<file path="config.mk">
export PLATFORM = sky130hd
export DESIGN_NAME = bcd_seq_adder
export DESIGN_NICKNAME = d
export VERILOG_FILES = /design/src/rtl/bcd_seq_adder.sv
export SDC_FILE = /design/constraint.sdc
export NUM_CORES = 1
export LEC_CHECK = 0
export BUFFER_PORTS_ARGS = -buffer_cell sky130_fd_sc_hd__clkbuf_2
export CORE_ASPECT_RATIO = 1.4
export CORE_MARGIN = 2
export CORE_UTILIZATION = 43
export CTS_CLUSTER_DIAMETER = 80
export DETAILED_ROUTE_END_ITERATION = 6
export GPL_TIMING_DRIVEN = 0
export SYNTH_ARGS = -nofsm -noshare
export SYNTH_HDL_FRONTEND = slang
export SYNTH_SLANG_ARGS = --single-unit
</file>
<file path="constraint.sdc">
create_clock -name clk -period 6.2 [get_ports clk]
set_clock_uncertainty 0.05 [all_clocks]
set_input_delay 1.24 -clock clk [delete_from_list [all_inputs] [get_ports clk]]
set_output_delay 1.24 -clock clk [all_outputs]
set_load 0.1 [all_outputs]
</file>
<file path="src/rtl/bcd_seq_adder.sv">
// Sequential packed-BCD adder: one digit per clock, LSD first.
// Operands with non-decimal digits produce a zero result and out_of_range.
module bcd_seq_adder #(
  parameter int DIGITS = 4
) (
  input  logic                  clk,
  input  logic                  reset,
  input  logic                  start,
  input  logic [4*DIGITS-1:0]   x,
  input  logic [4*DIGITS-1:0]   y,
  input  logic                  c_in,
  output logic                  busy,
  output logic                  done,
  output logic [4*DIGITS-1:0]   result,
  output logic                  c_out,
  output logic                  out_of_range
);

  localparam int W  = 4 * DIGITS;
  localparam int CW = (DIGITS > 1) ? $clog2(DIGITS) : 1;
  localparam logic [CW-1:0] LAST = CW'(DIGITS - 1);

  typedef enum logic [1:0] {
    IDLE,
    ADD,
    DONE
  } state_t;

  state_t        state;
  state_t        state_n;
  logic [W-1:0]  xr;
  logic [W-1:0]  yr;
  logic [W-1:0]  acc;
  logic [W-1:0]  acc_n;
  logic [CW-1:0] cnt;
  logic          carry;
  logic          sticky;
  logic [4:0]    sum;
  logic          hi;
  logic [3:0]    dig;
  logic          accept;
  logic          last;

  function automatic logic any_bad(input logic [W-1:0] v);
    any_bad = 1'b0;
    for (int i = 0; i < DIGITS; i++) begin
      if (v[4*i +: 4] > 4'd9) any_bad = 1'b1;
    end
  endfunction

  assign accept = start && (state != ADD);
  assign last   = (state == ADD) && (cnt == LAST);
  assign busy   = (state == ADD);
  assign done   = (state == DONE);

  // Current digit sum; operands shift right so digit 0 is always in [3:0]
  always_comb begin
    sum   = {1'b0, xr[3:0]} + {1'b0, yr[3:0]} + {4'b0, carry};
    hi    = (sum > 5'd9);
    dig   = hi ? 4'(sum - 5'd10) : sum[3:0];
    acc_n = (acc >> 4) | (W'(dig) << (W - 4));
  end

  // State register
  always_ff @(posedge clk or posedge reset) begin
    if (reset) state <= IDLE;
    else       state <= state_n;
  end

  // Next-state logic
  always_comb begin
    state_n = state;
    unique case (state)
      IDLE:    if (start) state_n = ADD;
      ADD:     if (last)  state_n = DONE;
      DONE:    state_n = start ? ADD : IDLE;
      default: state_n = IDLE;
    endcase
  end

  // Operand capture, digit-serial datapath and result registers
  always_ff @(posedge clk or posedge reset) begin
    if (reset) begin
      xr           <= '0;
      yr           <= '0;
      acc          <= '0;
      cnt          <= '0;
      carry        <= 1'b0;
      sticky       <= 1'b0;
      result       <= '0;
      c_out        <= 1'b0;
      out_of_range <= 1'b0;
    end else if (accept) begin
      xr     <= x;
      yr     <= y;
      acc    <= '0;
      cnt    <= '0;
      carry  <= c_in;
      sticky <= any_bad(x) | any_bad(y);
    end else if (state == ADD) begin
      xr    <= xr >> 4;
      yr    <= yr >> 4;
      acc   <= acc_n;
      cnt   <= cnt + CW'(1);
      carry <= hi;
      if (last) begin
        result       <= sticky ? '0 : acc_n;
        c_out        <= sticky ? 1'b0 : hi;
        out_of_range <= sticky;
      end
    end
  end

endmodule

</file>
# Word level (Yosys, flattened, before mapping)

Index checks and enable logic that the tools add are counted.

Register bits after elaboration: 72
Bits of input ports: 36
Output and inout bits: 20
Logic and storage cells: 65

Add/sub/neg operators: 4
$lt $le $gt $ge: 9
Equality and inequality tests: 6
Multiplexer cells: 27
Bitwise logic cells: 3
Reduce and logical (&&, ||, !) cells: 6

Operators by type and width:

| operator                                              | number |
|---|---|
| 2-to-1 mux 16 bit                                     | 7 |
| > comparator 4 bit, second input constant             | 8 |
| OR 12 x 16 -> 16 bit                                  | 1 |
| 2-to-1 mux 1 bit                                      | 14 |
| 2-to-1 mux 2 bit                                      | 4 |
| case mux 2 bit (3 select lines)                       | 1 |
| adder 4 x 4 -> 5 bit                                  | 1 |
| adder 5 x 1 -> 5 bit                                  | 1 |
| > comparator 5 x 4 -> 1 bit, second input constant    | 1 |
| == test 2 bit, second input constant                  | 2 |
| 2-to-1 mux 4 bit                                      | 1 |
| inequality test 2 x 1 -> 1 bit, second input constant | 2 |
| subtractor 4 bit, second input constant               | 1 |
| AND reduction 3 bit                                   | 1 |
| adder 2 x 1 -> 2 bit, second input constant           | 1 |
| == test 2 x 1 -> 1 bit, second input constant         | 1 |
| logical AND 1 bit                                     | 2 |
| zero test 2 bit                                       | 1 |
| inequality test 2 bit, second input constant          | 1 |
| AND reduction 2 bit                                   | 1 |
| nonzero test 2 bit                                    | 1 |
| inverter 1 bit                                        | 1 |
| OR 1 bit                                              | 1 |

# Logic depth before layout (Yosys ltp)

Depth after elaboration: 7
Depth in mapped cells: 9
Gate-level depth less buffers: 9

# Least setup slack after synthesis

Ideal clock, no wire load.

Path kind: reg2out
From: register state[1]
To: output port busy
Arrival: 1862 ps
Required time: 4910 ps
Path slack: 3048 ps
Stages on the path, launching flop included: 5
Buffers on the path: 2
Cell sequence: dfrtp_1 -> nand2b_1 -> clkinv_1 -> buf_2 -> clkbuf_1

Word-level cells in the longest chain between the ends: 1

Ends and longest elaborated chain:

| element                | line | source |
|---|---|---|
| start, declared        | 29   | `state_t state;` |
| start signal, assigned | 67   | `else state <= state_n;` |
| == test 2 x 1 -> 1 bit | 53   | `assign busy = (state == ADD);` |
| end, declared          | 12   | `output logic busy,` |

No other way between the ends.

# Worst setup path in the final report

Same ends and word-level chain as after synthesis.

==> results.md <==
* Status: complete, no violations
* Static leakage at 0.001878 uW
* Setup crit end kind: primary output
* Placed Area at 3600 um^2
* Die Ht at about 110 um
* Critical path launch point type: flip-flop
* Initial antenna violation count at 0
* Synth Flop Type: dfrtp_1
* P per Cell Area at 620.0 nW/um^2
* Slew Viols, Final at 0
* Root Buffer: clkbuf_8
* Depth of the most critical reg-to-reg path at 8
* Overall routing resource usage at between 10% and 20%
* DR WL/cell at roughly 15 um
* Share of cells above drive strength 1 at between 20% and 30%
* Number of port buffers at 54
* Post-CTS Setup Inserts at 0
* Syn_nets at between 300 and 400
* WP data required at approximately 4.9 ns
* Synth Register Bits at 68
* Dpl hpwl at 5241 um
* Ports at 56
* Die width at 76.97 um
* Via-per-instance ratio at 5.105
* Critical Path AT at ~2.3 ns
* Die area at 8171 um^2
* Slew @ Worst Pin at roughly 0.85 ns
* Final worst-path cycle share at around three fifths
* Setup Viol. Count Final at 0
* Max-Cap Viols at 0
* Vias at 2486
* Initial DRC count at 114
* Cell Chain, Critical Path: nand2b_1, clkinv_1, buf_2, clkbuf_1, clkbuf_2
* RSZ-0062 raised after global routing: no
* Antenna Violating Nets Remaining at 0
* Clock sinks at 68
* Peak Freq at roughly 0.28 GHz
* Endpoints failing hold at 0
* Gate Count Post-Synth at 320
* Row cnt at 37
* Highest routed layer: met4
* Met2 wire len at 3692 um
* Vias in the first global route at between 2000 and 3000
* Fin crit period at 3.631 ns
* # diodes at 0
* Design area at 3850 um^2
* Crit-path max FO at 10
* Global-route wire length before repair at 12250 um
* TritonRoute pass-1 iters at 4
* Post-CTS Hold Fix Bufs at 0
* Final Net Count at 428
* Synth-to-layout area growth at 20.10%
* Clock Latency Late Sink at 0.35 ns
* Post-synth EDFFs at 0
* Setup tns final at 0 ns
* Netlist Area Pre-Place at around 3200 um^2
* Seq/Total Area, Yosys at about 53%
* H-tree depth at 3
* Commonest non-fill, non-tap cell in the layout: dfrtp_1
* Setup CP Type: flip-flop to primary output
* Count of cell types in the netlist at 36
* CTS Buffer Depth at 2
* Worst vdd rail ir drop at 0.3231 mV
* Worst min-delay path class: flip-flop to flip-flop
* DRT met1 WL at 2962 um
* Post-cts resize count at 0
* Async SR Flop Fraction at 100.0%
* Largest net degree at the start of global routing at roughly 70
* Cts bufs inserted at 9
* Routability cong. at 0.7941
* CTS tree: built
* Most frequent cells in the layout: dfrtp_1, nand2_1, o21ai_0
* Routed WL at 7118 um
* Initial core utilization at ~44%
* Crit path largest cell delay at 0.55 ns
* Met3 WL at 233 um
* Ys Warns at 0
* CTS clock-pin slew for the worst setup and hold paths at 0.06 ns
* Slew headroom at 43.51%
* Hold depth at 2
* DRC at 0
* Post-Syn Area per Cell at around 10 um^2
* Core area at 7268 um^2
* Critical-path top delay cell: clkbuf_2
* Grt total ovfl at 0
-- path summary, 6_finish.rpt --
| kind | from | end | slack [ns] |
|---|---|---|---|
| setup / recovery | state[1] | busy | 2.57 |
| min in group asynchronous | reset | acc[5] | 1.00 |
| hold / removal | c_out | c_out | 0.43 |
| hold reg to reg | c_out | c_out | 0.43 |
| max in group asynchronous | reset | result[13] | 4.54 |
| setup reg to reg | xr[0] | result[14] | 3.18 |
-- final cells by class --
| cell class | count | area (um^2) |
|---|---|---|
| timing repair buffer | 54 | 270.3 |
| multi-input combinational | 229 | 1413 |
| clock buffer | 12 | 155.1 |
| sequential | 68 | 1702 |
| fill | 730 | 3418 |
| inverter | 5 | 21.27 |
| clock inverter | 4 | 95.09 |
| tap | 97 | 121.4 |
| buffer | 18 | 72.57 |
-- worst max-delay path, delay by kind of cell (launching register included) --
kind          cells  cell delay, ns
simple gates      1            0.23
flops             1            0.39
buf+inv           4            1.37
-- flip-flops by register name (all words and copies together), names as in the netlist, 2 cells and up --
signal / count
yr: 16
state: 2
cnt: 2
acc: 12
xr: 16
result: 16
-- logic make-up after synthesis --
kind of cell,share of synthesized area [%]
and+or+nand+nor,15.22
AOI/OAI and AO/OA,13.11
DFF,53.08
muxes,11.75
buffers and inverters,2.849
adders and majority gates,3.201
xor gates and xnor gates,0.7808
-- power breakdown --
| group | leakage [uW] | internal, uW | switching, uW |
|---|---|---|---|
| logic | 0.000870 | 331 | 866 |
| registers | 0.000882 | 621 | 110 |
| clock network | 0.000127 | 289 | 170 |
| total | 0.00188 | 1240 | 1150 |
-- Yosys cell counts (all sizes together) (3+ instances only) --
master	number	area share (%)
inv	4	0.47
nor2	14	1.6
nor2b	3	0.59
buf	6	0.86
mux2i	35	11
ha	5	2.0
o21ai	60	9.4
nand2b	14	2.7
nor3	3	0.47
a21oi	4	0.62
nand3	4	0.62
nand2	62	7.3
clkbuf	12	1.4
dfrtp	68	53
-- layer usage --
metal / global-route usage (%) / vias up
met1: 22.21 / 1186
met4: 11.48 / 0
met5: 0 / -
li1: - / 1232
met2: 34.15 / 52
met3: 2.547 / 16
-- stage by stage --
step	hold WS (ns)	setup WS [ns]	power [uW]	util, %	instances
floorplan	0.3992	3.048	1676	-	320
global placement	0.4109	2.318	1924	49.49	471
detailed placement	0.4195	2.915	1952	49.53	471
CTS	0.4346	2.526	2412	52.97	487
global route	0.4527	2.418	2563	52.97	487
finish	0.4261	2.569	2387	52.97	487
Power figures use the tool's default switching activity.
